**src/rtl/vif_rr_arbiter.sv**
```systemverilog
// Round-robin, burst-limited arbiter sharing one valid/ready data channel among
// NUM_REQ requesters, with a one-entry registered output tagged by source index.
module vif_rr_arbiter #(
    parameter  int unsigned DATA_W    = 8,
    parameter  int unsigned NUM_REQ   = 4,
    parameter  int unsigned MAX_BURST = 4,
    localparam int unsigned SRC_W     = $clog2(NUM_REQ)
) (
    input  logic                      clk,
    input  logic                      rst_n,
    input  logic [NUM_REQ-1:0]        req_valid,
    input  logic [NUM_REQ*DATA_W-1:0] req_data,
    output logic [NUM_REQ-1:0]        req_ready,
    output logic                      out_valid,
    output logic [DATA_W-1:0]         out_data,
    output logic [SRC_W-1:0]          out_src,
    input  logic                      out_ready
);
    localparam int unsigned CNT_W = 4;

    typedef enum logic {
        S_IDLE  = 1'b0,
        S_BURST = 1'b1
    } state_t;

    state_t             state_q, state_d;
    logic [SRC_W-1:0]   owner_q, owner_d;
    logic [SRC_W-1:0]   ptr_q, ptr_d;
    logic [CNT_W-1:0]   cnt_q, cnt_d;

    logic               load_en;
    logic [NUM_REQ-1:0] owner_oh;
    logic [NUM_REQ-1:0] others;
    logic [SRC_W:0]     idle_pick;
    logic [SRC_W:0]     rot_pick;
    logic               keep_owner;
    logic               grant_hit;
    logic [SRC_W-1:0]   grant_idx;
    logic [DATA_W-1:0]  grant_data;

    // First set bit of v scanning upward from base with wrap; MSB flags a hit.
    function automatic logic [SRC_W:0] scan(input logic [NUM_REQ-1:0] v,
                                            input int unsigned base);
        logic [SRC_W:0] r;
        int unsigned    idx;
        r = '0;
        for (int unsigned k = 0; k < NUM_REQ; k++) begin
            idx = (base + k) % NUM_REQ;
            if (!r[SRC_W] && v[SRC_W'(idx)]) begin
                r = {1'b1, SRC_W'(idx)};
            end
        end
        return r;
    endfunction

    function automatic logic [SRC_W-1:0] next_idx(input logic [SRC_W-1:0] i);
        return SRC_W'((32'(i) + 32'd1) % NUM_REQ);
    endfunction

    assign load_en    = !out_valid || out_ready;
    assign owner_oh   = NUM_REQ'(1) << owner_q;
    assign others     = req_valid & ~owner_oh;
    assign idle_pick  = scan(req_valid, 32'(ptr_q));
    assign rot_pick   = scan(others, 32'(next_idx(owner_q)));
    assign keep_owner = req_valid[owner_q] && ((cnt_q < CNT_W'(MAX_BURST)) || !(|others));

    // Grant selection and owner/burst/pointer bookkeeping; frozen while stalled.
    always_comb begin
        state_d   = state_q;
        owner_d   = owner_q;
        ptr_d     = ptr_q;
        cnt_d     = cnt_q;
        grant_hit = 1'b0;
        grant_idx = '0;
        if (load_en) begin
            if (state_q == S_IDLE) begin
                if (idle_pick[SRC_W]) begin
                    grant_hit = 1'b1;
                    grant_idx = idle_pick[SRC_W-1:0];
                    state_d   = S_BURST;
                    owner_d   = idle_pick[SRC_W-1:0];
                    cnt_d     = CNT_W'(1);
                end
            end else if (keep_owner) begin
                grant_hit = 1'b1;
                grant_idx = owner_q;
                cnt_d     = (cnt_q >= CNT_W'(MAX_BURST)) ? CNT_W'(1) : cnt_q + CNT_W'(1);
            end else if (rot_pick[SRC_W]) begin
                grant_hit = 1'b1;
                grant_idx = rot_pick[SRC_W-1:0];
                owner_d   = rot_pick[SRC_W-1:0];
                cnt_d     = CNT_W'(1);
                ptr_d     = next_idx(rot_pick[SRC_W-1:0]);
            end else begin
                state_d = S_IDLE;
                ptr_d   = next_idx(owner_q);
            end
        end
    end

    assign grant_data = req_data[32'(grant_idx)*DATA_W +: DATA_W];
    assign req_ready  = (rst_n && grant_hit) ? (NUM_REQ'(1) << grant_idx) : '0;

    always_ff @(posedge clk) begin
        if (!rst_n) begin
            state_q <= S_IDLE;
            owner_q <= '0;
            ptr_q   <= '0;
            cnt_q   <= '0;
        end else begin
            state_q <= state_d;
            owner_q <= owner_d;
            ptr_q   <= ptr_d;
            cnt_q   <= cnt_d;
        end
    end

    // Output stage: a granted beat overwrites the held one in the same edge.
    always_ff @(posedge clk) begin
        if (!rst_n) begin
            out_valid <= 1'b0;
            out_data  <= '0;
            out_src   <= '0;
        end else if (grant_hit) begin
            out_valid <= 1'b1;
            out_data  <= grant_data;
            out_src   <= grant_idx;
        end else if (out_ready) begin
            out_valid <= 1'b0;
        end
    end

endmodule

```
**config.mk**
```make
export PLATFORM = sky130hd
export DESIGN_NAME = vif_rr_arbiter
export DESIGN_NICKNAME = d
export VERILOG_FILES = /design/src/rtl/vif_rr_arbiter.sv
export SDC_FILE = /design/constraint.sdc
export NUM_CORES = 1
export LEC_CHECK = 0
export BUFFER_PORTS_ARGS = -buffer_cell sky130_fd_sc_hd__buf_2
export CELL_PAD_IN_SITES_DETAIL_PLACEMENT = 0
export CELL_PAD_IN_SITES_GLOBAL_PLACEMENT = 2
export CORE_MARGIN = 5
export CORE_UTILIZATION = 30
export CTS_CLUSTER_DIAMETER = 200
export CTS_CLUSTER_SIZE = 28
export DETAILED_ROUTE_END_ITERATION = 16
export PLACE_DENSITY_LB_ADDON = 0.1
export SKIP_CTS_REPAIR_TIMING = 1
export SLEW_MARGIN = 25
export SYNTH_ARGS = -nofsm -noshare
export SYNTH_HDL_FRONTEND = slang
export SYNTH_SLANG_ARGS = --single-unit
```
**constraint.sdc**
```tcl
create_clock -name clk -period 3.1 [get_ports clk]
set_input_delay 0.465 -clock clk [delete_from_list [all_inputs] [get_ports clk]]
set_output_delay 0.465 -clock clk [all_outputs]
set_load 0.1 [all_outputs]
```
======== Word-level counts from Yosys, hierarchy flattened ========
Cells that the tools add are included.
storage, ports and cells
  bits in registers ....................... 20
  latch bits .............................. 0
  bits in writable memories ............... 0
  ROM bits ................................ 0
  input port bits ......................... 39
  output and inout bits ................... 15
  logic and storage cells ................. 109
  memories ................................ 0
operators by class
  add/subtract/negate cells ............... 9
  $mul .................................... 0
  divide/modulo/power cells ............... 0
  $lt $le $gt $ge ......................... 11
  equality and inequality tests ........... 3
  shift-type cells ........................ 3
  multiplexer cells ....................... 49
  bitwise gates (word level) .............. 3
  reductions and logical operators ........ 24
operators with widths
  kind                                                                                 number
  32-bit by 6-bit indexed part select with 8-bit output                                1
  2-bit by 3-bit < comparator with 1-bit output, second input constant                 9
  3-bit 2-to-1 mux                                                                     8
  4-bit 2-to-1 mux                                                                     6
  2-bit 2-to-1 mux                                                                     10
  1-bit binary-select mux with 2-bit select                                            9
  1-bit 2-to-1 mux                                                                     16
  2-bit by 1-bit adder with 2-bit output, second input constant                        4
  2-bit adder, second input constant                                                   4
  1-bit logical AND                                                                    8
  1-bit logical NOT                                                                    8
  1-bit by 2-bit left shift with 4-bit output, first input constant                    2
  3-bit AND reduction                                                                  2
  4-bit by 1-bit adder with 4-bit output, second input constant                        1
  4-bit bitwise AND                                                                    1
  4-bit by 3-bit greater-or-equal comparator with 1-bit output, second input constant  1
  4-bit by 3-bit < comparator with 1-bit output, second input constant                 1
  4-bit NOT                                                                            1
  4-bit AND reduction                                                                  1
  2-bit nonzero test                                                                   2
  4-bit OR reduction                                                                   1
  3-bit by 1-bit != test with 1-bit output, second input constant                      1
  1-bit logical OR                                                                     2
  2-bit by 1-bit != test with 1-bit output, second input constant                      1
  2 further kinds                                                                      2

======== Longest topological paths before layout ========
  depth after elaboration ................. 21
  depth in mapped cells ................... 10

======== Worst setup path before layout ========
Ideal clock, no wire load.
  path kind ............................... reg-to-output
  from .................................... register owner_q[0]
  to ...................................... output port req_ready[2]
  arrival ................................. 3.534 ns
  required time ........................... 2.635 ns
  slack ................................... -0.899 ns
  cell stages (with the launch flop) ...... 11
  buffers on the path ..................... 2
  cell sequence ........................... dfxtp_1 -> buf_2 -> inv_1 -> ha_1 -> or2b_1 -> a41oi_2 -> o21ai_4 -> o21bai_1 -> a2111o_1 -> buf_6 -> nor2_1
on the way
  cells in the longest elaborated chain, start to end .. 21
ends and longest elaborated chain
  what                                                                                             RTL line  text
  start, declared                                                                                  27        logic [SRC_W-1:0] owner_q, owner_d;
  start signal, assigned                                                                           112       owner_q <= owner_d;
  parallel branches: the longest is 20 deep, another holds 2-bit by 1-bit adder with 2-bit output  --
  4-bit 2-to-1 mux (*)                                                                             102       assign req_ready = (rst_n && grant_hit) ? (NUM_REQ'(1) << grant_idx) : '0;
  end, declared                                                                                    13        output logic [NUM_REQ-1:0] req_ready,
Mark *: on every way between the ends. The select of a mux whose other input is x is not followed.

======== Worst setup path in the final report ========
  from .................................... register owner_q[1]
  to ...................................... output port req_ready[3]
Same word-level chain as after synthesis.

==> impl_metrics.tcl <==
set metrics [dict create \
    status "completed" \
    r2r_slack_ns 0.41 \
    io_buffers 53 \
    hpwl_um 3983 \
    fin_util_pct 44.12 \
    clock.fmax_ghz 0.3276 \
    nets 298 \
    cts_tree "yes" \
    synthArstFlopShare_pct 0 \
    grt_pass1_wl_um 7969 \
    fin_crit_ns 3.053 \
    syn_avg_cell_area_um2 9.256 \
    yosys.area.top_type_share_pct 23.90 \
    grt-ovfl-total 0 \
    cp_num_buf_inv 2 \
    rr_worst_depth 11 \
    hold_end "cnt_q[1]" \
    final-max-slew-violation-count 0 \
    drt-total-wl_um 5005 \
    final_common_cell "buf_2" \
    path_max_fanout 4 \
    diodes 0 \
    clock_latency_ns 0.26 \
    grt_max_degree 15 \
    vias 1673 \
    synth-seq-cells 20 \
    crit_chain "buf_6 > ha_4 > or2b_1 > a41oi_4 > o21ai_4 > o21bai_4 > a2111o_1 > nor2_4 > buf_12" \
    timing.rr.start "owner_q[0]" \
    crit_arrival_ns 2.59 \
    synth.area.top_cells "dfxtp_1 24%, mux2i_1 10%, o221ai_2 7.2%, ha_1 3.7%, nor2_1 3.4%" \
    via_per_inst 5.148 \
    finClkSkew_ns 0.002633 \
    critPathLaunchType "register" \
    hold_violations 0 \
    gr-usage-all-layers_pct 13.51 \
    cts_max_path_buffers 2 \
    die_x_um 84.73 \
    synthToLayoutAreaGrowth_pct 44.14 \
    critPathKind "reg2out" \
    slowest_stage "a2111o_1" \
    synth-edff-count 0 \
    cts_made_buffers 3 \
    drcViolationCount 0 \
    power_leakage_nw 1.003 \
    rsz0062_at_grt "yes" \
    period_share_pct 98.47 \
    fillCellCount 550 \
    cp.required_ns 2.63 \
    start_util_pct 30.61 \
    worstHoldPathType "reg2reg" \
    worst_setup_path_end_kind "output pin" \
    max_stage_delay_ns 0.52 \
    postLayoutCellArea_um2 2415 \
    cp_top_family "compound AO/OA/AOI/OAI gates" \
    clkTransAtPathRegs_ns 0.08 \
    worst_r2r_endpoint "out_data[1]" \
    finalPower_w 0.001726 \
    gp_congestion 0.8163 \
    holdPathStages 2 \
    cts_sinks 20 \
    die_h_um 84.73 \
    root_buffer "clkbuf_8" \
    routedWlPerCell_um 15.40 \
    placementRows 27 \
    placed_area_um2 2162 \
    die_area_um2 7179 \
    syn-num-nets 225 \
    vdd_drop_max_v 0.0002851 \
    tns_ns 0 \
    maxCapViolations 0 \
    hold_path.startpoint "cnt_q[1]" \
    dr.first_iter.drc_count 39 \
    synth_warnings 0 \
    drive_gt1_share_pct 49.80 \
    grt_pass1_vias 1674 \
    dpl_worst_slack_ns 0.1470 \
    final_cell_mix "49 x buf_2, 25 x buf_4, 17 x mux2i_1, 17 x dfxtp_1" \
    synthCells 181 \
    relSlewSlack_pct 58.35 \
    startpoint "owner_q[1]" \
    synth-seq-area-share_pct 23.90 \
    drtAntennaViolNets 0 \
    worst_slew_pin_slew_ns 0.6190 \
    setup_violations 0 \
    netlist_area_um2 1675 \
    powerDensity_nw_per_um2 714.8 \
    antenna_found_initial 0 \
    h-tree-depth 1 \
    yosysTopAreaCell "dfxtp_1" \
    ys_types 58 \
    setup_slack_ns 0.04730 \
    io_pins 54 \
    core_area_um2 5473 \
    firstDrtPassIters 4 \
    ys.flop_type "dfxtp_1" \
]
## cells by family (layout without fill, tap and decap cells)
kind of cell | Yosys count | in the layout | share of synthesized area, %
AO/OA/AOI/OAI | 52 | 52 | 29.80
flip-flops | 20 | 20 | 23.90
buffers and inverters | 21 | 93 | 7.244
multiplexers | 22 | 22 | 15.09
AND/OR/NAND/NOR | 61 | 61 | 20.24
adder cells (fa/ha/maj) | 5 | 5 | 3.734
## layout make-up
type	count	area (um^2)	share of cell area, %
tap	72	90.09	3.731
timing repair buffer	81	559.3	23.16
multi-input combinational	140	1271	52.64
inverter	8	32.53	1.347
clock buffer	4	55.05	2.280
sequential	20	406.6	16.84
## synthesized netlist by cell type (2+ instances only)
cell type / number
a21oi_1: 9
nor4b_1: 2
dfxtp_1: 20
a21boi_0: 3
o2111ai_1: 2
nand3b_1: 2
a211oi_1: 2
nand2b_1: 5
nor2_1: 15
nor3_1: 3
mux2i_1: 17
buf_4: 2
ha_1: 5
a31oi_1: 2
nor4_1: 2
nor2b_1: 3
buf_6: 4
nand3_1: 11
nand2_1: 6
buf_2: 4
o21ai_0: 5
clkbuf_1: 3
mux2_2: 2
inv_1: 8
a21o_1: 3
and3b_1: 2
o221ai_2: 8
## metrics by stage
stage / hold slack [ns] / std cells
after floorplan: 0.4356 / 181
after global placement: 0.4479 / 308
after detailed placement: 0.4575 / 308
after CTS: 0.4686 / 312
after global routing: 0.4943 / 325
final: 0.4679 / 325
## routing by layer
layer,part of all wire [%],GRT usage [%],routed length [um],vias up
met2,52,24.63,2620,48
met4,0.46,3.453,23,0
met1,41,15.97,2058,790
met3,6.0,2.846,302,2
li1,-,-,-,833
met5,0,0,0,-
## worst min-delay path, delay by kind of cell, from the launching register on
| kind | cells | cell delay, ns |
|---|---|---|
| flip-flops | 1 | 0.32 |
| AND/OR/NAND/NOR | 1 | 0.05 |
| AO/OA/AOI/OAI | 1 | 0.05 |
## how the worst max path moves through the flow
stage | to | depth (start not counted)
after global placement | req_ready[3] | 9
final | req_ready[3] | 9
after detailed placement | req_ready[3] | 9
after floorplan | req_ready[3] | 10
after CTS | req_ready[3] | 9
after global routing | req_ready[3] | 9
## registers in the layout, summed over array words and instances (netlist names)
| register | flops |
|---|---|
| out_src | 2 |
| cnt_q | 4 |
| ptr_q | 2 |
| out_valid | 1 |
| state_q | 1 |
| owner_q | 2 |
| out_data | 8 |
## report_power, final
group | switching [W] | total [W] | internal, W
logic | 0.000735 | 0.00117 | 0.000434
clock network | 0.0000864 | 0.000199 | 0.000113
registers | 0.0000429 | 0.000358 | 0.000315
total | 0.000865 | 0.00173 | 0.000861
Power figures use the tool's default switching activity.
